## src/rtl/fifo_stream_reader.sv

```systemverilog
// fifo_stream_reader: read-side master for syn_fifo.
// Issues chip-select/enable reads against the FIFO and re-presents the words
// as a valid/ready stream. A 2-entry buffer (head/tail) absorbs the FIFO's
// one-cycle read latency so the stream can run at one beat per cycle.
//
// Stream handshake: a beat transfers on a rising edge where o_m_valid and
// i_m_ready are both high. Once o_m_valid is raised it stays high, and
// o_m_data stays unchanged, until that transfer happens.
//
// Debug: o_dbg_occ is the buffer occupancy (0, 1 or 2 words) and o_dbg_infl
// is high while a FIFO read is outstanding.
module fifo_stream_reader #(
    parameter int DATA_WIDTH = 8,
    parameter int CNT_WIDTH  = 16
) (
    input  logic                  i_clk,
    input  logic                  i_rst_n,
    input  logic                  i_enable,
    output logic                  o_rd_cs,
    output logic                  o_rd_en,
    input  logic [DATA_WIDTH-1:0] i_data_out,
    input  logic                  i_empty,
    output logic [DATA_WIDTH-1:0] o_m_data,
    output logic                  o_m_valid,
    input  logic                  i_m_ready,
    output logic [CNT_WIDTH-1:0]  o_xfer_count,
    output logic [1:0]            o_dbg_occ,
    output logic                  o_dbg_infl
);

    localparam logic [1:0] OCC_EMPTY = 2'd0;
    localparam logic [1:0] OCC_ONE   = 2'd1;
    localparam logic [1:0] OCC_TWO   = 2'd2;

    logic [1:0]            occ;
    logic                  infl;
    logic                  armed;
    logic [DATA_WIDTH-1:0] buf_head;
    logic [DATA_WIDTH-1:0] buf_tail;
    logic                  pop;
    logic [2:0]            occ_sum;
    logic [1:0]            occ_next;
    logic [1:0]            cap_slot;

    // Occupancy bookkeeping and read-issue decision.
    // A read is allowed only if the words already buffered plus the one in
    // flight, minus the one leaving this cycle, leave room for one more.
    // armed keeps reads off until the first edge after reset release.
    always_comb begin
        pop      = o_m_valid & i_m_ready;
        occ_sum  = {1'b0, occ} + {2'b00, infl} - {2'b00, pop};
        occ_next = occ_sum[1:0];
        cap_slot = occ - {1'b0, pop};
        o_rd_en  = i_rst_n & armed & i_enable & ~i_empty & (occ_sum < 3'd2);
        o_rd_cs  = o_rd_en;
    end

    // Control state: occupancy, outstanding-read flag, post-reset arm, beat count.
    always_ff @(posedge i_clk or negedge i_rst_n) begin
        if (!i_rst_n) begin
            occ          <= OCC_EMPTY;
            infl         <= 1'b0;
            armed        <= 1'b0;
            o_xfer_count <= '0;
        end else begin
            occ   <= occ_next;
            infl  <= o_rd_en;
            armed <= 1'b1;
            if (pop) begin
                o_xfer_count <= o_xfer_count + {{(CNT_WIDTH-1){1'b0}}, 1'b1};
            end
        end
    end

    // Two-entry data buffer: a pop shifts tail into head, and a landing read
    // word goes to the first free slot left after that shift.
    always_ff @(posedge i_clk or negedge i_rst_n) begin
        if (!i_rst_n) begin
            buf_head <= '0;
            buf_tail <= '0;
        end else begin
            if (pop) begin
                buf_head <= buf_tail;
            end
            if (infl) begin
                if (cap_slot == OCC_EMPTY) begin
                    buf_head <= i_data_out;
                end else if (cap_slot == OCC_ONE) begin
                    buf_tail <= i_data_out;
                end
            end
        end
    end

    // Stream side and debug view.
    always_comb begin
        o_m_valid  = (occ != OCC_EMPTY);
        o_m_data   = buf_head;
        o_dbg_occ  = occ;
        o_dbg_infl = infl;
    end

    // OCC_TWO is the ceiling; reads stop once the buffer would reach it.
    logic unused_ok;
    assign unused_ok = (OCC_TWO == 2'd2);

endmodule

```

## config.mk

```make
export PLATFORM = sky130hd
export DESIGN_NAME = fifo_stream_reader
export DESIGN_NICKNAME = d
export VERILOG_FILES = /design/src/rtl/fifo_stream_reader.sv
export SDC_FILE = /design/constraint.sdc
export NUM_CORES = 1
export LEC_CHECK = 0
export BUFFER_PORTS_ARGS = -buffer_cell sky130_fd_sc_hd__clkbuf_2
export CELL_PAD_IN_SITES_DETAIL_PLACEMENT = 0
export CELL_PAD_IN_SITES_GLOBAL_PLACEMENT = 1
export CORE_MARGIN = 2
export CORE_UTILIZATION = 43
export DETAILED_ROUTE_END_ITERATION = 7
export HOLD_SLACK_MARGIN = 0.03
export PLACE_DENSITY_LB_ADDON = 0.1
export SYNTH_ARGS = -nofsm -noshare
export SYNTH_HDL_FRONTEND = slang
export SYNTH_SLANG_ARGS = --single-unit
```

## constraint.sdc

```tcl
create_clock -name i_clk -period 4.9 [get_ports i_clk]
set_input_delay 0.245 -clock i_clk [delete_from_list [all_inputs] [get_ports i_clk]]
set_output_delay 0.245 -clock i_clk [all_outputs]
set_load 0.05 [all_outputs]
```

==> summary.md, run 1 <==
| Metric | Value |
|---|---|
| GR Overflow Total | `0` |
| Switching part of the total | `42.9%` |
| Combinational Power Share | `38.3%` |
| R2R setup slack | `2.31 ns` |
| Commonest non-fill, non-tap cell in the layout | `clkbuf_2` |
| WL/cell | `13.2 um` |
| Most frequent cells in the layout | `clkbuf_2 (42), dfrtp_1 (36), nand2_1 (19)` |
| Mapped Nets | `150` |
| Slew headroom | `35.9%` |
| Layout fillers | `344` |
| Yosys top cell by area | `dfrtp_1` |
| First-pass GRT wire length | `5310 um` |
| Sequential area share after synthesis | `55.9%` |
| Routed Antenna Nets | `0` |
| DR pass1 iterations | `4` |
| Final WS setup | `1.56 ns` |
| Mean post-synth cell area | `12.0 um2` |
| RSZ-0062 raised after global routing | `false` |
| CP required | `4.66 ns` |
| Setup repair bufs after CTS | `0` |
| CTS root buf | `clkbuf_8` |
| I/O pin count | `43` |
| DRT iter0 DRCs | `27` |
| Mapped Area | `0.00161 mm2` |
| Starting Density | `44.3%` |
| Largest net degree at the start of global routing | `38` |
| Period utilization | `68.1%` |
| Layout cells sized above 1 | `30.6%` |
| Clock-pin slew on the worst setup and hold paths | `0.07 ns` |
| Startpoint types | `register` |
| Pins Over Slew Limit | `0` |
| Internal power | `670 uW` |
| Max-cap violations | `0` |
| Area delta synth->final | `23.2%` |
| Crit-path max FO | `14` |
| FP Rows | `22` |
| Initial antenna violation count | `0` |
| Fin Clk Skew | `0.00416 ns` |
| Overall Power | `1170 uW` |
| DIE AREA | `0.00425 mm2` |
| CTS Hold Bufs | `0` |
| H-Tree Depth | `2` |
| Reg-to-Reg Start | `o_dbg_occ[0]` |
| Nets | `195` |
| Clk sink count | `36` |
| Critical path launch point | `o_dbg_occ[0]` |
| GR Util All Layers | `16.4%` |
| Max clock buf depth | `2` |
| Clock tree from TritonCTS | `done` |
| Reg area | `901 um2` |
| Core footprint | `0.00363 mm2` |
| Setup violators final | `0` |
| F_max | `300 MHz` |
| CP Capture Type | `output pin` |
| Kind of critical path | `reg2out` |
| Pleak | `0.00104 uW` |
| Number of synthesized register bits | `36` |
| Ranking of synthesized cells by area | `dfrtp_1 (56%), xnor2_1 (6.0%), mux2_1 (5.6%)` |
| CTS Buf Count | `5` |
| Worst VDD drop | `359 uV` |
| Worst Reg2Reg Path Length in Cells | `7` |
| Critical path arrival | `3.09 ns` |
| Hold Fails Final Rpt | `0` |
| Power Density | `591 mW/mm2` |
| Antenna cell count | `0` |
| Vias/cell | `5.04` |
| Fin crit period | `3.34 ns` |
| Min-delay worst type | `in2async` |
| Status | `finished, final reports clean` |
| Syn Inst Count | `134` |
| PostCTS Resize Cnt | `0` |
| Net switching power | `504 uW` |
| Sequential power share | `37.7%` |
| Yosys top cell area share | `55.9%` |
| Clock share of power | `24.0%` |
| Slew @ Worst Pin | `0.958 ns` |
| Die X | `65.2 um` |
| Die height | `65.2 um` |
| Pre-CTS WS | `1.82 ns` |
| DRC | `0` |
| Multi-input gate area | `683 um2` |
| TNS Setup | `0 ns` |
| DRT Wirelength | `3010 um` |
| Reg2reg end | `o_dbg_infl` |
| GPL Wtd Cong | `0.745` |
| Vias in the first global route | `1,158` |
| Worst skew pair latency | `0.28 ns` |
| YS warnings | `0` |
| HPWL Detailed | `2200 um` |
| Vias | `1,149` |
| IO Port Bufs | `42` |
| Synth unique cells | `28` |
| End-of-flow core utilization | `54.6%` |
[critical path: stages (launching register included)]
cell and delay, ns:
dfrtp_1 0.47, o21ai_2 0.71, or2_1 0.24, nand2_1 0.07, ha_1 0.20, fa_1 0.38, xnor2_1 0.13, nor3_1 0.28
clkbuf_2 0.34
[flip-flops by register name, summed over array words and instances, names as in the netlist]
| name | cells |
|---|---|
| o_xfer_count | 16 |
| o_dbg_occ | 2 |
| armed | 1 |
| o_m_data | 8 |
| o_dbg_infl | 1 |
| buf_tail | 8 |
[cell type report]
type / instances / area share, %
Sequential cell: 36 / 45.4
Multi-Input combinational cell: 93 / 34.4
Timing Repair Buffer: 42 / 10.6
Clock buffer: 7 / 4.85
Tap cell: 48 / 3.03
Clock inverter: 1 / 1.51
Inverter: 1 / 0.189
[synth_stat cells (all sizes together)]
| cell type | number |
|---|---|
| buf | 4 |
| dfrtp | 36 |
| xnor2 | 11 |
| nor3 | 3 |
| or2 | 3 |
| mux2 | 8 |
| nor2 | 2 |
| nand3 | 5 |
| conb | 1 |
| mux2i | 8 |
| nor3b | 2 |
| and2 | 2 |
| o2111a | 1 |
| inv | 1 |
| nor2b | 1 |
| xor2 | 5 |
| o2111ai | 1 |
| nand4b | 1 |
| ha | 2 |
| nand2 | 19 |
| o21ai | 10 |
| nand4 | 2 |
| and3 | 5 |
| fa | 1 |
[routing by layer]
| layer | part of all wire, % | vias up | GRT usage (%) |
|---|---|---|---|
| met1 | 43 | 560 | 19.6 |
| met5 | 0 | - | 0 |
| li1 | - | 541 | - |
| met2 | 50 | 43 | 28.8 |
| met4 | 1.1 | 0 | 3.91 |
| met3 | 5.9 | 5 | 5.31 |
[kinds of logic after synthesis]
group | share of synthesized area (%)
adder cells (fa/ha/maj) | 2.80
AND/OR/NAND/NOR | 14.8
multiplexers | 10.6
flip-flops | 55.9
other | 0.233
AO/OA/AOI/OAI | 5.28
buffers and inverters | 1.63
XOR/XNOR | 8.70
[metrics by stage]
step	hold WS, ns	area, um2	std cells
2_1_floorplan	-0.0506	1610	134
3_3_place_gp	0.404	1860	220
3_5_place_dp	0.420	1860	220
4_1_cts	0.111	1980	228
5_1_grt	0.146	1980	228
6_report	0.0679	1980	228
[worst max-delay path by stage]
| stage | to | slack (ns) |
|---|---|---|
| after floorplan | o_rd_en | 0.92 |
| after global placement | o_rd_en | 1.93 |
| after detailed placement | o_rd_en | 1.82 |
| after CTS | o_rd_en | 1.50 |
| after global routing | o_rd_en | 1.37 |
| final | o_rd_en | 1.56 |
[power groups by stage]
stage / sequential [uW] / combinational, uW / clock, uW
floorplan: 619 / 173 / 0
global placement: 443 / 447 / 0
detailed placement: 448 / 456 / 0
CTS: 443 / 456 / 290
global route: 455 / 483 / 306
finish: 442 / 450 / 282
Power figures use the tool's default switching activity.
==> inputs of run 2 (changes only) <==
CORE_UTILIZATION = 40   (was 43)
clock period = 3.25 ns   (was 4.9 ns; I/O delays follow)
==> run 2 against run 1 <==
Compared with the run above: non-clock buffer count increased by 3; register-to-register slack got worse by 1.2 ns; power rose by 50%; worst setup slack worse by 1.1 ns; sequential power increased by 51%; utilization down 3.8 points; die area up 7.0%; final cell count increased by 2.2%; routed wire length increased by 4.9%; clock-buffer cell count decreased by 1.
==> summary.md, run 2 (same netlist as run 1, synthesis figures left out) <==
| Metric | Value |
|---|---|
| Status | `finished, final reports clean (unchanged)` |
| Reg with most FFs | `o_xfer_count (unchanged)` |
| Net switching power | `777 uW (was 504 uW)` |
| I/O pin count | `43 (unchanged)` |
| Placed insts | `224 (was 220)` |
| CTS Hold Bufs | `1 (was 0)` |
| Vias | `1,138 (was 1,149)` |
| Period utilization | `85.8%` |
| Overall Power | `1760 uW (was 1170 uW)` |
| DIE AREA | `0.00455 mm2 (was 0.00425 mm2)` |
| Fin Clk Skew | `0.00337 ns (was 0.00416 ns)` |
| Setup violators final | `0 (unchanged)` |
| Slowest cell on crit path | `dfrtp_1 (was o21ai_2)` |
| H-Tree Depth | `2 (unchanged)` |
| GPL Wtd Cong | `0.707 (was 0.745)` |
| GR Util All Layers | `16.1% (was 16.4%)` |
| TNS Setup | `0 ns (unchanged)` |
| Internal power | `978 uW (was 670 uW)` |
| DRT Wirelength | `3160 um (was 3010 um)` |
| Starting Density | `40.8% (was 44.3%)` |
| Die X | `67.5 um (was 65.2 um)` |
| Max-cap violations | `0 (unchanged)` |
| Vias/cell | `4.88 (was 5.04)` |
| DRT iter0 DRCs | `71 (was 27)` |
| Clock share of power | `21.6% (was 24.0%)` |
| Routed Antenna Nets | `0 (unchanged)` |
| IO Port Bufs | `42 (unchanged)` |
| Kind of critical path | `reg2out (unchanged)` |
| Largest stage delay, worst path | `0.48 ns (was 0.71 ns)` |
| Startpoint types | `register (unchanged)` |
| Critical path cell sequence | `o21ai_2, buf_4, nand2_1, nand2_1, ha_1, fa_1, nor3_4, clkbuf_2 (was o21ai_2, or2_1, nand2_1, ha_1, fa_1, xnor2_1, nor3_1, clkbuf_2)` |
| Layout fillers | `366 (was 344)` |
| Pins Over Slew Limit | `0 (unchanged)` |
| Commonest non-fill, non-tap cell in the layout | `clkbuf_2 (unchanged)` |
| Worst VDD drop | `510 uV (was 359 uV)` |
| Pre-CTS WS | `0.738 ns (was 1.82 ns)` |
| Antenna cell count | `0 (unchanged)` |
| DRC | `0 (unchanged)` |
| Core footprint | `0.00394 mm2 (was 0.00363 mm2)` |
| Slew @ Worst Pin | `0.973 ns (was 0.958 ns)` |
| CP Capture Type | `output pin (unchanged)` |
| Hold Fails Final Rpt | `0 (unchanged)` |
| Most frequent cells in the layout | `clkbuf_2 (42), dfrtp_1 (36), nand2_1 (19) (unchanged)` |
| CTS Buf Count | `5 (unchanged)` |
| Pleak | `0.00105 uW (was 0.00104 uW)` |
| DR pass1 iterations | `4 (unchanged)` |
| FP Rows | `23 (was 22)` |
| RSZ-0062 raised after global routing | `false (unchanged)` |
| PostCTS Resize Cnt | `0 (unchanged)` |
| Vias in the first global route | `1,102 (was 1,158)` |
| Min-delay worst type | `in2reg (was in2async)` |
| Max reg flops | `16 (unchanged)` |
| WL/cell | `13.6 um (was 13.2 um)` |
| Max clock buf depth | `2 (unchanged)` |
| Most used cell, CP | `nand2_1` |
| Crit-path max FO | `9 (was 14)` |
| Combinational Power Share | `40.5% (was 38.3%)` |
| Clk sink count | `36 (unchanged)` |
| Cell Count, Final, Fillers Out | `233 (was 228)` |
| Initial antenna violation count | `0 (unchanged)` |
| CTS root buf | `clkbuf_8 (unchanged)` |
| Final WS setup | `0.460 ns (was 1.56 ns)` |
| Die height | `67.5 um (was 65.2 um)` |
| Worst skew pair latency | `0.28 ns (about the same)` |
| CP required | `3.09 ns (was 4.66 ns)` |
| F_max | `358 MHz` |
| HPWL Detailed | `2270 um (was 2200 um)` |
| End-of-flow core utilization | `50.8% (was 54.6%)` |
| Layout cells sized above 1 | `31.1% (was 30.6%)` |
| Slew headroom | `34.9% (was 35.9%)` |
| Clock-pin slew on the worst setup and hold paths | `0.07 ns (about the same)` |
| Power Density | `876 mW/mm2 (was 591 mW/mm2)` |
| Area delta synth->final | `24.5% (was 23.2%)` |
| Fin crit period | `2.79 ns` |
| Largest net degree at the start of global routing | `38 (unchanged)` |
| First-pass GRT wire length | `5220 um (was 5310 um)` |
| Sequential power share | `37.9% (was 37.7%)` |
| Clock tree from TritonCTS | `done (unchanged)` |
| Setup repair bufs after CTS | `0 (unchanged)` |
| Switching part of the total | `44.3% (was 42.9%)` |
| GR Overflow Total | `0 (unchanged)` |
| Critical path arrival | `2.63 ns (was 3.09 ns)` |
| Nets | `198 (was 195)` |
-- run 2: cell count changes in the layout (fill, tap and decap cells not counted), sizes merged --
| cell | previous run | this run |
|---|---|---|
| dlygate4sd3 | 0 | 1 |
| clkinv | 0 | 1 |
| buf | 0 | 2 |
| clkbuf | 49 | 48 |
-- run 2: final timing paths --
kind	start	end	slack, ns	cells after the start
worst max-delay path	o_dbg_occ[0]	o_rd_en	0.46	8
worst min-delay path	i_data_out[5]	o_m_data[5]	0.10	3
worst max register to register	o_dbg_occ[0]	o_dbg_infl	1.13	7
worst min register to register	o_xfer_count[14]	o_xfer_count[14]	0.49	1
max in group asynchronous	i_rst_n	o_m_data[0]	2.46	3
min in group asynchronous	i_rst_n	o_xfer_count[4]	0.46	3
-- run 2: per-stage QoR --
stage / hold slack (ns) / instance area [um2]
after floorplan: -0.133 / 1620
after global routing: 0.0926 / 2000
after detailed placement: 0.236 / 1890
final: 0.104 / 2000
after CTS: 0.0891 / 2000
after global placement: 0.228 / 1890
-- run 2: power by group through the flow --
stage                     clock network [uW]  registers [uW]  logic [uW]
after floorplan                            0             934         281
after global placement                     0             667         702
after detailed placement                   0             674         717
after CTS                                396             667         719
after global routing                     415             684         765
final                                    379             666         711
-- run 2: metal layers --
metal / track usage [%] / part of all wire (%) / vias to the layer above
met1: 19.8 / 44 / 561
met5: 0 / 0 / -
met2: 25.9 / 52 / 26
met4: 6.89 / 1.1 / 0
li1: - / - / 547
met3: 5.50 / 3.5 / 4
-- run 2: cell type report --
cell class | instances | area [um2] | share of cell area, %
tap | 50 | 62.6 | 3.12
clock buffer | 6 | 72.6 | 3.62
clock inverter | 2 | 35.0 | 1.75
timing repair buffer | 45 | 235 | 11.7
sequential | 36 | 901 | 44.9
inverter | 1 | 3.75 | 0.187
multi-input combinational | 93 | 694 | 34.6
-- run 2: worst max-delay path: cells and delay by family, from the launching register on --
family | cells | cell delay (ns)
adder cells (fa/ha/maj) | 2 | 0.63
buffers and inverters | 2 | 0.57
flip-flops | 1 | 0.48
AND/OR/NAND/NOR | 3 | 0.37
AO/OA/AOI/OAI | 1 | 0.30
==> inputs of run 3 (changes only) <==
GPL_TIMING_DRIVEN = 0   (was not set)
SKIP_LAST_GASP = 1   (was not set)
==> run 3 against run 2 <==
Compared with the run above: via count decreased by 0.26%; flip-flop and latch count unchanged; first-iteration DRC count decreased by 51%; final cell count up 0.43%; clock-buffer cell count unchanged; clock skew increased by 0.00095 ns; global-route usage is essentially flat; sequential share of layout area down 0.17 points; worst setup slack got worse by 0.26 ns; clock power about the same; die area stayed put; utilization up 0.19 points.
==> summary.md, run 3 (same netlist as run 1, synthesis figures left out) <==
| Metric | Value |
|---|---|
| Fin crit period | `3.05 ns (was 2.79 ns)` |
| Worst VDD drop | `372 uV (was 510 uV)` |
| Crit-path max FO | `10 (was 9)` |
| Reg with most FFs | `o_xfer_count (unchanged)` |
| Overall Power | `1760 uW (about the same)` |
| FP Rows | `23 (unchanged)` |
| Die height | `67.5 um (unchanged)` |
| Combinational Power Share | `41.5% (was 40.5%)` |
| Max-cap violations | `0 (unchanged)` |
| DRC | `0 (unchanged)` |
| DR pass1 iterations | `4 (unchanged)` |
| DIE AREA | `0.00455 mm2 (unchanged)` |
| CP Capture Type | `output pin (unchanged)` |
| Commonest non-fill, non-tap cell in the layout | `clkbuf_2 (unchanged)` |
| Period utilization | `94.0% (was 85.8%)` |
| Clock tree from TritonCTS | `done (unchanged)` |
| Sequential power share | `37.1% (was 37.9%)` |
| DRT Wirelength | `3190 um (was 3160 um)` |
| Clk sink count | `36 (unchanged)` |
| CTS Hold Bufs | `0 (was 1)` |
| Starting Density | `40.8% (unchanged)` |
| DRT iter0 DRCs | `35 (was 71)` |
| GRT busiest layer | `met2 (unchanged)` |
| Die X | `67.5 um (unchanged)` |
| Critical path arrival | `2.89 ns (was 2.63 ns)` |
| Reg-to-Reg Start | `o_dbg_occ[0] (unchanged)` |
| I/O pin count | `43 (unchanged)` |
| Clock-pin slew on the worst setup and hold paths | `0.07 ns (about the same)` |
| Layout cells sized above 1 | `32.1% (was 31.1%)` |
| Net switching power | `779 uW (was 777 uW)` |
| Met2 Resource Use GR | `29.2% (was 25.9%)` |
| Fin Clk Skew | `0.00432 ns (was 0.00337 ns)` |
| Pins Over Slew Limit | `0 (unchanged)` |
| CP required | `3.09 ns (about the same)` |
| Largest net degree at the start of global routing | `38 (unchanged)` |
| GR Overflow Total | `0 (unchanged)` |
| Post-route cell area | `0.00201 mm2 (was 0.00200 mm2)` |
| Switching part of the total | `44.2% (was 44.3%)` |
| Internal power | `984 uW (was 978 uW)` |
| HPWL Detailed | `2310 um (was 2270 um)` |
| Worst skew pair latency | `0.27 ns (was 0.28 ns)` |
| Slew headroom | `40.6% (was 34.9%)` |
| CTS Buf Count | `5 (unchanged)` |
| Vias/cell | `4.85 (was 4.88)` |
| TNS Setup | `0 ns (unchanged)` |
| Max reg flops | `16 (unchanged)` |
| Final WS setup | `0.196 ns (was 0.460 ns)` |
| Area delta synth->final | `24.9% (was 24.5%)` |
| Kind of critical path | `reg2out (unchanged)` |
| Met1 usage in global routing | `18.2% (was 19.8%)` |
| Vias in the first global route | `1,182 (was 1,102)` |
| Status | `finished, final reports clean (unchanged)` |
| Vias | `1,135 (was 1,138)` |
| Met3 Usage GRT | `4.83% (was 5.50%)` |
| Pre-CTS WS | `0.308 ns (was 0.738 ns)` |
| Routed Antenna Nets | `0 (unchanged)` |
| Nets | `199 (was 198)` |
| GPL Wtd Cong | `0.754 (was 0.707)` |
| WL/cell | `13.6 um (about the same)` |
| GR Util All Layers | `16.1% (about the same)` |
| Startpoint types | `register (unchanged)` |
| Max clock buf depth | `2 (unchanged)` |
| F_max | `327 MHz (was 358 MHz)` |
| IO Port Bufs | `42 (unchanged)` |
| Min-delay worst type | `in2async (was in2reg)` |
| Power Density | `876 mW/mm2 (about the same)` |
| H-Tree Depth | `2 (unchanged)` |
| Slew @ Worst Pin | `0.892 ns (was 0.973 ns)` |
| Placed insts | `226 (was 224)` |
| Clock share of power | `21.4% (was 21.6%)` |
| Hold Fails Final Rpt | `0 (unchanged)` |
| Placed inst area | `0.00189 mm2 (about the same)` |
| Setup violators final | `0 (unchanged)` |
| Antenna cell count | `0 (unchanged)` |
| RSZ-0062 raised after global routing | `false (unchanged)` |
| Critical path launch point | `o_dbg_occ[0] (unchanged)` |
| Layout fillers | `365 (was 366)` |
| Most frequent cells in the layout | `clkbuf_2 (42), dfrtp_1 (36), nand2_1 (19) (unchanged)` |
| Core footprint | `0.00394 mm2 (unchanged)` |
| Pleak | `0.00105 uW (about the same)` |
| CTS root buf | `clkbuf_8 (unchanged)` |
| First-pass GRT wire length | `5440 um (was 5220 um)` |
| Cell Count, Final, Fillers Out | `234 (was 233)` |
| Initial antenna violation count | `0 (unchanged)` |
[run 3: cell types whose count changed in the layout (fill, tap and decap cells not counted), sizes merged]
cell,delta
buf,+2
dlygate4sd3,-1
[run 3: worst paths after layout]
kind	to	slack [ns]	cells after the start
worst max-delay path	o_rd_en	0.20	10
worst min-delay path	o_xfer_count[2]	0.002	1
worst max register to register	o_dbg_infl	0.94	8
worst min register to register	o_xfer_count[15]	0.47	1
max in group asynchronous	o_dbg_occ[0]	2.69	1
min in group i_clk	o_m_data[5]	0.11	3
[run 3: layer usage]
layer / share of wire (%) / wire length (um) / vias to the layer above
met5: 0 / 0 / -
met4: 0.53 / 17 / 0
met3: 5.2 / 165 / 2
met2: 53 / 1700 / 22
met1: 41 / 1300 / 558
li1: - / - / 553
[run 3: repair_timing]
item                       4_1_cts  5_1_grt
buffers inserted                 0        0
gates resized for setup          1        1
setup endpoints to repair        1        1
[run 3: stage by stage]
step | utilization, % | hold slack, ns
after floorplan | - | -0.133
after global routing | 51.0 | 0.0831
after CTS | 50.8 | 0.0396
final | 51.0 | 0.00185
after detailed placement | 48.0 | 0.339
after global placement | 48.0 | 0.319
[run 3: cell type report]
class | instances | area, um2 | area share (%)
sequential | 36 | 901 | 44.8
tap | 50 | 62.6 | 3.11
clock buffer | 6 | 72.6 | 3.61
timing repair buffer | 42 | 210 | 10.4
clock inverter | 2 | 35.0 | 1.74
buffer | 4 | 25.0 | 1.24
multi-input combinational | 93 | 702 | 34.9
inverter | 1 | 3.75 | 0.187
[run 3: power groups by stage]
stage	clock network [uW]	logic [uW]	registers, uW
2_1_floorplan	0	281	934
3_3_place_gp	0	720	652
3_5_place_dp	0	733	659
4_1_cts	388	739	652
5_1_grt	412	787	671
6_report	377	731	654
[run 3: worst max-delay path, cell delays in order (launching register included)]
cell and delay [ns]:
dfrtp_1 0.50, o21ai_4 0.28, buf_4 0.25, or2_1 0.17
nand2_1 0.06, ha_1 0.19, fa_1 0.39, xnor2_1 0.17
nor3_4 0.21, buf_4 0.14, clkbuf_2 0.26
